<file path="src/rtl/input_handshake_pkg.sv">
// Shared types and constants for the switch/button input conditioner.
// The state encoding is shared so that other blocks can decode the FSM state.
package input_handshake_pkg;

   localparam int SYNC_STAGES = 2;

   typedef enum logic [2:0] {
      IDLE,
      PRESS_DB,
      ARM,
      HELD,
      REL_DB
   } hs_state_t;

endpackage

</file>
<file path="src/rtl/bit_synchronizer.sv">
// Multi-flop synchroniser for asynchronous levels entering the clk domain.
// All flops are cleared by the synchronous reset.
module bit_synchronizer
   import input_handshake_pkg::*;
#(
   parameter int WIDTH = 1
) (
   input  logic             clk,
   input  logic             reset,
   input  logic [WIDTH-1:0] d,
   output logic [WIDTH-1:0] q
);

   logic [SYNC_STAGES-1:0][WIDTH-1:0] stage;

   // NOTE: sequential state is written with non-blocking assignments only, so every
   // flop samples the pre-edge value of its neighbour and the chain shifts by one stage per clock.
   always_ff @(posedge clk) begin
      if (reset) begin
         stage <= '0;
      end else begin
         stage <= {stage[SYNC_STAGES-2:0], d};
      end
   end

   assign q = stage[SYNC_STAGES-1];

endmodule

</file>
<file path="src/rtl/input_handshake.sv">
// Conditions the raw switch bank and push-button into the sw / ready_in pair
// for the CPU. sw is presented one cycle (ARM) before ready_in rises.
module input_handshake
   import input_handshake_pkg::*;
#(
   parameter int BUS_WIDTH       = 8,
   parameter int DEBOUNCE_CYCLES = 16
) (
   input  logic                 clk,
   input  logic                 reset,
   input  logic [BUS_WIDTH-1:0] sw_raw,
   input  logic                 btn_raw,
   output logic [BUS_WIDTH-1:0] sw,
   output logic                 ready_in,
   output logic [7:0]           press_count
);

   localparam int CNT_W = (DEBOUNCE_CYCLES > 1) ? $clog2(DEBOUNCE_CYCLES) : 1;
   localparam logic [CNT_W-1:0] CNT_LAST = CNT_W'(DEBOUNCE_CYCLES - 1);

   logic                 btn_s;
   logic [BUS_WIDTH-1:0] sw_s;

   hs_state_t            state_q, state_d;
   logic [CNT_W-1:0]     cnt_q, cnt_d;
   logic                 load_sw;
   logic                 ready_d;

   bit_synchronizer #(.WIDTH(1)) u_btn_sync (
      .clk   (clk),
      .reset (reset),
      .d     (btn_raw),
      .q     (btn_s)
   );

   bit_synchronizer #(.WIDTH(BUS_WIDTH)) u_sw_sync (
      .clk   (clk),
      .reset (reset),
      .d     (sw_raw),
      .q     (sw_s)
   );

   // NOTE: every signal written here gets a default first, so no path can leave one
   // unassigned and no latch is inferred.
   always_comb begin
      state_d = state_q;
      cnt_d   = cnt_q + 1'b1;
      load_sw = 1'b0;

      unique case (state_q)
         IDLE: begin
            cnt_d = '0;
            if (btn_s) state_d = PRESS_DB;
         end
         PRESS_DB: begin
            if (!btn_s) begin
               state_d = IDLE;
               cnt_d   = '0;
            end else if (cnt_q == CNT_LAST) begin
               state_d = ARM;
               cnt_d   = '0;
               load_sw = 1'b1;
            end
         end
         ARM: begin
            state_d = HELD;
            cnt_d   = '0;
         end
         HELD: begin
            cnt_d = '0;
            if (!btn_s) state_d = REL_DB;
         end
         REL_DB: begin
            // A bounce back high restarts the release qualification from HELD.
            if (btn_s) begin
               state_d = HELD;
               cnt_d   = '0;
            end else if (cnt_q == CNT_LAST) begin
               state_d = IDLE;
               cnt_d   = '0;
            end
         end
         default: begin
            state_d = IDLE;
            cnt_d   = '0;
         end
      endcase

      // ready_in is registered from the next state so it is glitch-free flop output.
      ready_d = (state_d == HELD) || (state_d == REL_DB);
   end

   always_ff @(posedge clk) begin
      if (reset) begin
         state_q     <= IDLE;
         cnt_q       <= '0;
         sw          <= '0;
         ready_in    <= 1'b0;
         press_count <= '0;
      end else begin
         state_q  <= state_d;
         cnt_q    <= cnt_d;
         ready_in <= ready_d;
         if (load_sw) begin
            sw          <= sw_s;
            press_count <= press_count + 8'd1;
         end
      end
   end

endmodule

</file>
<file path="config.mk">
export PLATFORM = sky130hd
export DESIGN_NAME = input_handshake
export DESIGN_NICKNAME = d
export VERILOG_FILES = /design/src/rtl/input_handshake_pkg.sv /design/src/rtl/bit_synchronizer.sv /design/src/rtl/input_handshake.sv
export SDC_FILE = /design/constraint.sdc
export NUM_CORES = 1
export LEC_CHECK = 0
export ABC_AREA = 1
export BUFFER_PORTS_ARGS = -buffer_cell sky130_fd_sc_hd__clkbuf_2
export CAP_MARGIN = 10
export CORE_ASPECT_RATIO = 0.9
export CORE_MARGIN = 1.5
export CORE_UTILIZATION = 31
export DETAILED_ROUTE_END_ITERATION = 12
export PLACE_DENSITY = 0.58
export SLEW_MARGIN = 20
export SYNTH_ARGS = -nofsm -noshare
export SYNTH_HDL_FRONTEND = slang
export SYNTH_SLANG_ARGS = --single-unit
</file>
<file path="constraint.sdc">
create_clock -name clk -period 2.4 [get_ports clk]
set_input_delay 0.24 -clock clk [delete_from_list [all_inputs] [get_ports clk]]
set_output_delay 0.24 -clock clk [all_outputs]
set_load 0.01 [all_outputs]
</file>
**Word level (Yosys, flattened, before mapping)**

Index checks and enable logic that the tools add are counted.

- Register bits: 42
- Logic and storage cells: 34

- Add/subtract/negate cells: 2
- Eq/ne operators: 7
- Mux-type cells: 14
- Reductions and logical operators: 2

Operators by type and width:

| kind | number |
|---|---|
| $mux W3 | 6 |
| $pmux W3 S5 | 1 |
| $mux W4 | 3 |
| $eq A3 B2 Y1 const B | 3 |
| $add A8 B1 Y8 const B | 1 |
| $pmux W4 S2 | 1 |
| $eq A3 B3 Y1 const B | 2 |
| $add A4 B1 Y4 const B | 1 |
| $eq A4 B4 Y1 const B | 1 |
| $eq A3 B1 Y1 const B | 1 |
| $logic_not A3 Y1 | 1 |
| $mux W1 | 3 |
| $logic_or A1 B1 Y1 | 1 |

**Longest topological paths before layout**

Gate-level depths: netlist of the first run.

- Depth after elaboration: 6
- Depth in mapped cells: 8

**Hierarchy**

Synthesis of the first run repeated with hierarchy kept, for this count alone.

- Cells, all modules: 209
- Area total of the unflattened synthesis: 1681.6 um2

By module, submodules not included:

| module | times used | cells an instance | area each (um2) | seq. area each (um2) |
|---|---|---|---|---|
| input_handshake | 1 | 145 | 1092.3 | 480.5 |
| bit_synchronizer (u_sw_sync) | 1 | 58 | 534.3 | 320.3 |
| bit_synchronizer (u_btn_sync) | 1 | 6 | 55.1 | 40.0 |

**Worst setup path before layout of the first run**

Ideal clock, no wire load.

- Path kind: register -> register
- Start point: register cnt_q[0]
- End point: register press_count[5]
- Arrival: 1.192 ns
- Required time: 2.283 ns
- Slack: 1.091 ns
- Stages on the path, launching flop included: 9
- Buffers on the path: 0
- Cells stage by stage: dfxtp_1 -> ha_1 -> nand2_1 -> nor2_2 -> nand3_4 -> nor3_4 -> nand2_1 -> nand2_1 -> nor2_1

- Longest elaborated chain between the ends: 4

RTL lines:

| item | RTL line | source |
|---|---|---|
| start, declared | input_handshake.sv:25 | `logic [CNT_W-1:0] cnt_q, cnt_d;` |
| start signal, assigned | input_handshake.sv:102 | `cnt_q <= cnt_d;` |
| $eq A4 B4 Y1 | input_handshake.sv:59 | `end else if (cnt_q == CNT_LAST) begin` |
| $mux W1 | input_handshake.sv:59 |  |
| $mux W1 | input_handshake.sv:56 | `if (!btn_s) begin` |
| $mux W1 | input_handshake.sv:50 | `unique case (state_q)` |
| end signal, assigned | input_handshake.sv:106 | `press_count <= press_count + 8'd1;` |
| end, declared | input_handshake.sv:15 | `output logic [7:0] press_count` |

Every way passes these cells.
A chain may end at the register's enable or synchronous reset.

**Worst setup path after layout of the first run**

Same ends and word-level chain as after synthesis.

==> run_results.csv, run 1 <==
group,metric,value,unit
flow_run,cap_viol_max_count,0,
grt,antenna_found_initial,0,
timing,drv_slew,0,
place,dp_slack,847,ps
route,wl_per_cell,9.22,µm
timing,fin_crit_sh,64.2,%
timing,fmax,649,MHz
cells_and_area,ff_latch_area,841,µm²
yosys,synth_compound_area_share,6.04,%
grt,grt_pass1_wl,4840,µm
route,drt_pass1_iterations,4,
grt,overflow,0,
grt,grt_usage,11.3,%
cells_and_area,nFillCells,524,
yosys,synth_top_family_by_area,"simple AND/OR/NAND/NOR gates",
place,dp_hpwl,1980,µm
power,leakagePower,0.853,nW
grt,top_usage_layer,"met2",
floorplan,core,4950,µm²
power,clockPowerShare,37.8,%
grt,use_met1,13.3,%
floorplan,die_h,71.9,µm
yosys,synth_fp_nets,218,
timing,post-route-worst-setup-slack,858,ps
route,ant_nets,0,
clock_network,cts_root_buffer,"clkbuf_8",
timing,fin_tns_setup,0,ps
floorplan,dieArea,5720,µm²
clock_network,cts_resized,0,
power,ir_drop,335,µV
place,place.gp.congestion,0.844,
yosys,synth_area,1640,µm²
route,drc,0,
yosys,yosys.area_share.simple,29.5,%
clock_network,cts_buffer_depth,2,
setup_path,cp_max_fo,17,
grt,grt_start_max_net_pins,26,
timing,finalSetupViolations,0,
power,combinationalPowerShare,3.5,%
outcome,status,"finished clean",
route,finalWirelength,2770,µm
yosys,synth-xor-area-share,1.61,%
grt,use_met2,17.7,%
clock_network,cts_setup_buffers,0,
yosys,synth_top_area_share,51.4,%
yosys,synthMuxAreaShare,0,%
setup_path,arrival,1730,ps
clock_network,hold_buffers,0,
timing,max_slew.worst_pin.slew,417,ps
cells_and_area,nets,247,
cells_and_area,drive_above_1_share,21.7,%
place,io_buffers,27,
cells_and_area,diodes,0,
power,netSwitchingFraction,23.2,%
power,p_int,935,µW
cells_and_area,syn_to_final_growth,17.0,%
clock_network,cts_tree,"built",
hold_path,hold_path.class,"input pin to flip-flop",
setup_path,end_kind,"flip-flop",
setup_path,required,2590,ps
power,p_per_area,637,nW/µm²
power,sequentialPowerShare,58.7,%
place,dp_cells,292,
grt,grt_pass1_vias,1144,
timing,skew,4.38,ps
route,first_iter_violations,22,
route,num_vias,1247,
yosys,ys_ff_latch,42,
timing,layout_min_cycle_time,1540,ps
floorplan,num_rows,24,
clock_network,cts.sinks,42,
power,switchingPower,283,µW
setup_path,worstSetupStartpointType,"flip-flop",
setup_path,critPathKind,"flip-flop to flip-flop",
timing,relSlewSlack,72.1,%
yosys,synth_top_cell_by_area,"dfxtp_1",
grt,grtUsageMet3,4.28,%
yosys,synthDistinctLibCells,26,
floorplan,die_x,79.6,µm
yosys,yosys.area_share.adder,1.53,%
cells_and_area,multi_input_area,632,µm²
floorplan,pin_count,28,
yosys,synthTopCellsByArea,"dfxtp_1 (51%), nor2_1 (12%), inv_1 (7.1%), nand2_1 (5.3%), o21ai_0 (4.0%)",
clock_network,clk_pin_slew_worst_paths,80,ps
route,vias_per_cell,4.16,
timing,hold_viol_final,0,
clock_network,cts-buffers-inserted,5,
yosys,ys_warn_count,0,
clock_network,cts.htree.levels,2,
yosys,synth.avg_cell_area,7.98,µm²
yosys,synth_cells,205,
clock_network,insertion_delay,300,ps
floorplan,initial_core_util,33.0,%
cells_and_area,final_cell_count_no_fill,300,
yosys,ys_seq_area_share,51.4,%
timing,grt_setup_unrepaired,"no",
[per-stage QoR]
step | cell area (µm²) | total power [mW] | utilization (%) | hold slack [ps]
CTS | 1910 | 1.24 | 38.6 | 107
global route | 1910 | 1.29 | 38.6 | 117
detailed placement | 1820 | 0.775 | 36.7 | 394
floorplan | 1640 | 0.760 | - | 347
finish | 1910 | 1.22 | 38.6 | 121
global placement | 1820 | 0.775 | 36.7 | 391
[cells in the final DEF, fill, tap and decap left out, drive strengths merged]
cell type  count
o21ai         13
inv           34
a31oi          1
nand3          9
a21oi          4
and2           1
nor3           2
nor2          56
clkinvlp       2
clkbuf        32
nand4          5
ha             2
nor3b          2
nand2         26
buf            1
dfxtp         42
xor2           3
[state kept, by name, summed over array words and instances (netlist names)]
register / count
state_q: 3
u_sw_sync.q: 8
ready_in: 1
u_btn_sync.q: 1
u_sw_sync.stage: 8
press_count: 8
u_btn_sync.stage: 1
sw: 8
cnt_q: 4
[cell type report]
class | instances | area share, %
Clock buffer | 5 | 3.60
Clock inverter | 3 | 1.24
Inverter | 33 | 6.47
Multi-Input combinational cell | 124 | 33.0
Sequential cell | 42 | 44.0
Tap cell | 65 | 4.25
Timing Repair Buffer | 28 | 7.46
[path summary, 6_finish.rpt]
kind | from | end | slack (ps) | depth (start not counted)
setup / recovery | cnt_q[0] | press_count[5] | 860 | 8
hold / removal | btn_raw | u_btn_sync.stage[0] | 120 | 3
setup reg to reg | cnt_q[0] | press_count[5] | 860 | 8
hold reg to reg | u_sw_sync.stage[2] | u_sw_sync.q[2] | 400 | 2
[cell families (layout without fill, tap and decap cells)]
family	Yosys count	after routing
and+or+nand+nor	101	101
DFF	42	42
buffers and inverters	39	69
AOI/OAI and AO/OA	18	18
xor gates and xnor gates	3	3
adders and majority gates	2	2
[worst max-delay path, stage by stage (launching register included)]
cell and delay [ps]:
dfxtp_1 360, ha_1 200, nand2_1 80, nor2_2 170, nand3_4 220, nor3_4 230
nand2_1 80, nand2_1 60, nor2_1 40
[layer usage]
layer	vias up	part of all wire, %
met5	-	0
met4	0	2.0
met3	5	5.0
met2	28	44
met1	530	49
li1	684	-
[synthesized netlist by cell type]
library cell	count
xor2_1	3
nor2_4	3
nor3_2	1
inv_2	2
nor3b_1	1
nor2_2	1
nand3_1	8
nor2_1	52
o21ai_0	13
a31oi_1	1
nand3_4	1
dfxtp_1	42
a21oi_1	2
clkbuf_1	1
nand2_2	3
buf_1	2
nor3_4	1
ha_1	2
a21oi_2	2
nand2_1	23
nand4_1	5
buf_2	1
buf_6	2
inv_1	31
and2_1	1
nor3b_2	1
[power groups by stage]
stage | Combinational (mW) | Clock [mW] | Sequential, mW
after global routing | 0.0518 | 0.519 | 0.717
final | 0.0424 | 0.460 | 0.715
after CTS | 0.0434 | 0.482 | 0.715
after detailed placement | 0.0433 | 0 | 0.732
after floorplan | 0.0299 | 0 | 0.731
after global placement | 0.0432 | 0 | 0.732
Note: power is estimated with default switching activity, not from simulation.
==> run 2, diff against run 1 <==
--- a/config.mk
+++ b/config.mk
@@ -12,7 +12,7 @@
 export CORE_MARGIN = 1.5
 export CORE_UTILIZATION = 31
 export DETAILED_ROUTE_END_ITERATION = 12
-export PLACE_DENSITY = 0.58
+export PLACE_DENSITY = 0.6
 export SLEW_MARGIN = 20
 export SYNTH_ARGS = -nofsm -noshare
 export SYNTH_HDL_FRONTEND = slang
==> constraint.sdc (replaced) <==
create_clock -name clk -period 1.38 [get_ports clk]
set_input_delay 0.138 -clock clk [delete_from_list [all_inputs] [get_ports clk]]
set_output_delay 0.138 -clock clk [all_outputs]
set_load 0.01 [all_outputs]
==> run_results.csv, run 2 (synthesis results as in run 1) <==
group,metric,value,unit
grt,grt_start_max_net_pins,26,
floorplan,die_h,71.9,µm
setup_path,required,1560,ps
route,first_iter_violations,55,
grt,grt_pass1_wl,5310,µm
place,dp_hpwl,2160,µm
power,p_per_area,1030,nW/µm²
cells_and_area,diodes,0,
clock_network,cts.htree.levels,2,
setup_path,worstPathCellList,"ha_4 > nand2_4 > nor2_4 > nand3_4 > nor3_4 > buf_4 > nor3b_2",
place,io_buffers,27,
floorplan,num_rows,24,
timing,fmax,750,MHz
timing,post-route-worst-setup-slack,45.9,ps
cells_and_area,nets,259,
place,place_area,1880,µm²
cells_and_area,design_area,2060,µm²
clock_network,cts_tree,"built",
route,finalWirelength,3160,µm
setup_path,r2r_cells,7,
place,dp_slack,-23.5,ps
timing,skew,3.60,ps
hold_path,hold_path.class,"input pin to flip-flop",
place,place.gp.congestion,0.807,
route,ant_nets,0,
power,switchingPower,502,µW
setup_path,cp_slowest_cell,"dfxtp_2",
power,netSwitchingFraction,23.6,%
clock_network,clk_pin_slew_worst_paths,80,ps
cells_and_area,drive_above_1_share,27.5,%
route,drt_pass1_iterations,4,
setup_path,cp_top_family,"simple AND/OR/NAND/NOR gates",
setup_path,arrival,1520,ps
grt,grt_usage,12.3,%
setup_path,crit_buf_inv,1,
power,p_int,1.63,mW
setup_path,r2r_end,"press_count[3]",
setup_path,worstSetupStartpointType,"flip-flop",
power,sequentialPowerShare,58.3,%
grt,grt_pass1_vias,1224,
route,drc,0,
cells_and_area,ff_latch_area,843,µm²
outcome,status,"finished clean",
power,combinationalPowerShare,3.8,%
floorplan,dieArea,5720,µm²
hold_path,holdPathStages,3,
cells_and_area,nFillCells,502,
timing,grt_setup_unrepaired,"yes",
floorplan,die_x,79.6,µm
route,num_vias,1339,
timing,hold_viol_final,0,
flow_run,cap_viol_max_count,0,
setup_path,end_kind,"flip-flop",
cells_and_area,multi_input_area,687,µm²
timing,max_slew.worst_pin.slew,431,ps
clock_network,cts_buffer_depth,2,
route,vias_per_cell,4.29,
cells_and_area,layout_commonest_cell,"nor2_1",
hold_path,min_to,"u_sw_sync.stage[2]",
power,leakagePower,0.929,nW
cells_and_area,final_util,41.7,%
clock_network,hold_buffers,0,
grt,antenna_found_initial,0,
timing,relSlewSlack,71.3,%
timing,drv_slew,0,
clock_network,insertion_delay,300,ps
cells_and_area,layout_common_cells,"nor2_1 (52), dfxtp_1 (40), inv_1 (31)",
hold_path,hp-start,"sw_raw[2]",
timing,finalSetupViolations,0,
setup_path,crit_path_max_incr_delay,360,ps
setup_path,r2r_start,"cnt_q[1]",
floorplan,pin_count,28,
clock_network,cts.sinks,42,
clock_network,cts-buffers-inserted,5,
grt,overflow,0,
setup_path,cp_max_fo,5,
clock_network,cts_root_buffer,"clkbuf_8",
timing,layout_min_cycle_time,1330,ps
setup_path,ff2ff_setup_slack,50,ps
timing,fin_crit_sh,96.7,%
cells_and_area,syn_to_final_growth,26.2,%
floorplan,initial_core_util,33.0,%
power,ir_drop,563,µV
power,clockPowerShare,37.9,%
floorplan,core,4950,µm²
setup_path,critPathKind,"flip-flop to flip-flop",
route,wl_per_cell,10.1,µm
## run 2: routing by layer
layer | wire (µm) | GRT usage, % | share of wire [%] | up-vias
met5 | 0 | 0 | 0 | -
met4 | 106 | 6.43 | 3.4 | 0
met3 | 182 | 4.65 | 5.8 | 10
met2 | 1500 | 20.2 | 47 | 33
met1 | 1370 | 14.0 | 43 | 588
li1 | - | - | - | 708
## run 2: metrics by stage
step / hold WS (ps) / std cells / total power, mW / setup TNS (ps)
floorplan: 245 / 205 / 1.32 / 0
global placement: 331 / 300 / 1.35 / 0
detailed placement: 334 / 300 / 1.35 / -51.6
CTS: 7.39 / 310 / 2.17 / -13.4
global route: 13.8 / 312 / 2.23 / -87.4
finish: 16.6 / 312 / 2.13 / 0
## run 2: repair_timing
item | in CTS | in global routing
gates cloned | 1 | 0
pin swaps | 6 | 7
setup endpoints to repair | 9 | 16
resized for setup | 8 | 9
buffers inserted | 1 | 2
## run 2: tightest hold or removal path, cell delays in order
cell,delay [ps]
clkbuf_2,80
inv_1,40
nor2_1,30
## run 2: area by class of cell
cell class / instances / area share, %
Inverter: 33 / 6.00
Sequential cell: 42 / 40.8
Tap cell: 65 / 3.94
Multi-Input combinational cell: 125 / 33.3
Timing Repair Buffer: 39 / 11.5
Clock buffer: 5 / 3.33
Clock inverter: 3 / 1.15
## run 2: worst max-delay path by stage
stage	from	endpoint	slack, ps	cells after the start
after global routing	cnt_q[1]	press_count[5]	-40	8
after CTS	cnt_q[1]	press_count[5]	-10	8
final	cnt_q[1]	press_count[3]	50	7
after floorplan	cnt_q[0]	press_count[5]	70	8
after detailed placement	cnt_q[0]	sw[2]	-20	7
after global placement	cnt_q[0]	sw[7]	20	7
## run 2: power groups by stage
stage	Sequential (mW)	Clock (mW)	Combinational, mW
after floorplan	1.27	0	0.0519
after global placement	1.27	0	0.0771
after detailed placement	1.27	0	0.0776
after CTS	1.24	0.844	0.0792
after global routing	1.25	0.892	0.0968
final	1.24	0.807	0.0817
==> run 3, diff against run 2 <==
--- a/config.mk
+++ b/config.mk
@@ -12,7 +12,7 @@
 export CORE_MARGIN = 1.5
 export CORE_UTILIZATION = 31
 export DETAILED_ROUTE_END_ITERATION = 12
-export PLACE_DENSITY = 0.6
+export PLACE_DENSITY = 0.58
 export SLEW_MARGIN = 20
 export SYNTH_ARGS = -nofsm -noshare
 export SYNTH_HDL_FRONTEND = slang
==> constraint.sdc (replaced) <==
create_clock -name clk -period 1.5 [get_ports clk]
set_input_delay 0.15 -clock clk [delete_from_list [all_inputs] [get_ports clk]]
set_output_delay 0.15 -clock clk [all_outputs]
set_load 0.02 [all_outputs]
==> run_results.csv, run 3 (synthesis results as in run 1) <==
group,metric,value,unit
grt,grt_pass1_vias,1189,
floorplan,pin_count,28,
clock_network,insertion_delay,290,ps
timing,max_slew.worst_pin.slew,415,ps
timing,hold_viol_final,0,
setup_path,critPathKind,"flip-flop to flip-flop",
route,wl_per_cell,9.47,µm
timing,layout_min_cycle_time,1410,ps
route,vias_per_cell,4.19,
power,netSwitchingFraction,22.4,%
clock_network,cts-buffers-inserted,5,
cells_and_area,nFillCells,527,
grt,grt_start_max_net_pins,26,
timing,skew,6.28,ps
power,p_int,1.49,mW
route,drt_pass1_iterations,4,
place,dp_hpwl,2090,µm
place,dp_slack,-26.7,ps
floorplan,die_x,79.6,µm
timing,post-route-worst-setup-slack,88.2,ps
power,fin_total_pwr,1.92,mW
timing,fin_tns_setup,0,ps
setup_path,required,1680,ps
setup_path,cp_max_fo,5,
timing,whs,37.4,ps
hold_path,hold_path.class,"input pin to flip-flop",
route,num_vias,1307,
route,first_iter_violations,43,
setup_path,arrival,1590,ps
clock_network,cts.sinks,42,
timing,fin_crit_sh,94.1,%
cells_and_area,drive_above_1_share,27.1,%
route,finalWirelength,2960,µm
timing,finalSetupViolations,0,
floorplan,die_h,71.9,µm
power,p_per_area,955,nW/µm²
place,io_buffers,27,
cells_and_area,layout_commonest_cell,"nor2_1",
route,drc,0,
cells_and_area,diodes,0,
place,place_area,1850,µm²
clock_network,cts_buffer_depth,2,
grt,overflow,0,
route,ant_nets,0,
cells_and_area,syn_to_final_growth,23.1,%
setup_path,worstSetupStartpointType,"flip-flop",
power,switchingPower,430,µW
power,clockPowerShare,36.8,%
timing,drv_slew,0,
outcome,status,"finished clean",
clock_network,cts_root_buffer,"clkbuf_8",
cells_and_area,design_area,2010,µm²
grt,grt_pass1_wl,5020,µm
floorplan,num_rows,24,
floorplan,core,4950,µm²
power,leakagePower,0.910,nW
grt,grt_usage,11.4,%
place,place.gp.congestion,0.865,
floorplan,dieArea,5720,µm²
clock_network,clk_pin_slew_worst_paths,80,ps
cells_and_area,nets,259,
grt,antenna_found_initial,0,
power,combinationalPowerShare,3.7,%
clock_network,cts.htree.levels,2,
power,ir_drop,408,µV
clock_network,cts_tree,"built",
timing,fmax,708,MHz
cells_and_area,layout_common_cells,"nor2_1 (52), dfxtp_1 (39), inv_1 (31)",
flow_run,cap_viol_max_count,0,
power,sequentialPowerShare,59.5,%
timing,relSlewSlack,72.3,%
setup_path,end_kind,"flip-flop",
floorplan,initial_core_util,33.0,%
[run 3: changes by cell type in the layout (fill, tap and decap cells not counted), sizes merged]
cell and delta:
clkinv +2, inv -1, clkbuf +1, clkinvlp -2
[run 3: power by group through the flow]
stage / combinational (mW) / sequential, mW / clock, mW
6_report: 0.0702 / 1.14 / 0.708
3_3_place_gp: 0.0705 / 1.17 / 0
4_1_cts: 0.0709 / 1.14 / 0.733
2_1_floorplan: 0.0478 / 1.17 / 0
5_1_grt: 0.0844 / 1.15 / 0.782
3_5_place_dp: 0.0707 / 1.17 / 0
[run 3: worst paths after layout]
| check | startpoint | to | slack (ps) | cells past startpoint |
|---|---|---|---|---|
| setup reg to reg | cnt_q[0] | press_count[3] | 90 | 7 |
| setup / recovery | cnt_q[0] | press_count[3] | 90 | 7 |
| hold / removal | sw_raw[4] | u_sw_sync.stage[4] | 40 | 3 |
| hold reg to reg | u_sw_sync.stage[2] | u_sw_sync.q[2] | 400 | 2 |
[run 3: what timing repair did]
item / CTS / global route
pin swaps: 1 / 3
cloned: 0 / 1
endpoints found under the setup margin: 2 / 13
hold buffers: 0 / 0
gates resized for setup: 0 / 8
setup buffers: 4 / 3
[run 3: routing by layer]
layer  wire, µm  GRT usage, %
met3        123          2.89
met5          0             0
met4         81          7.60
met1       1400          14.2
met2       1350          17.5
[run 3: area by class of cell]
type,instances,area (µm²),share of cell area [%]
Tap cell,65,81.3,4.04
Clock buffer,6,72.6,3.60
Timing Repair Buffer,39,225,11.2
Sequential cell,42,845,42.0
Multi-Input combinational cell,125,652,32.4
Inverter,33,124,6.15
Clock inverter,2,13.8,0.684
[run 3: critical path, cell delays in order, from the launching register on]
cell     delay (ps)
dfxtp_2         330
ha_2            190
nand2_2          80
nor2_4          160
nand3_4         120
nor3_4          240
buf_4           150
nor3b_2          30
[run 3: stage by stage]
stage,utilization [%],cells
after global routing,40.6,312
final,40.6,312
after detailed placement,37.3,296
after floorplan,-,205
after CTS,39.7,308
after global placement,37.3,296
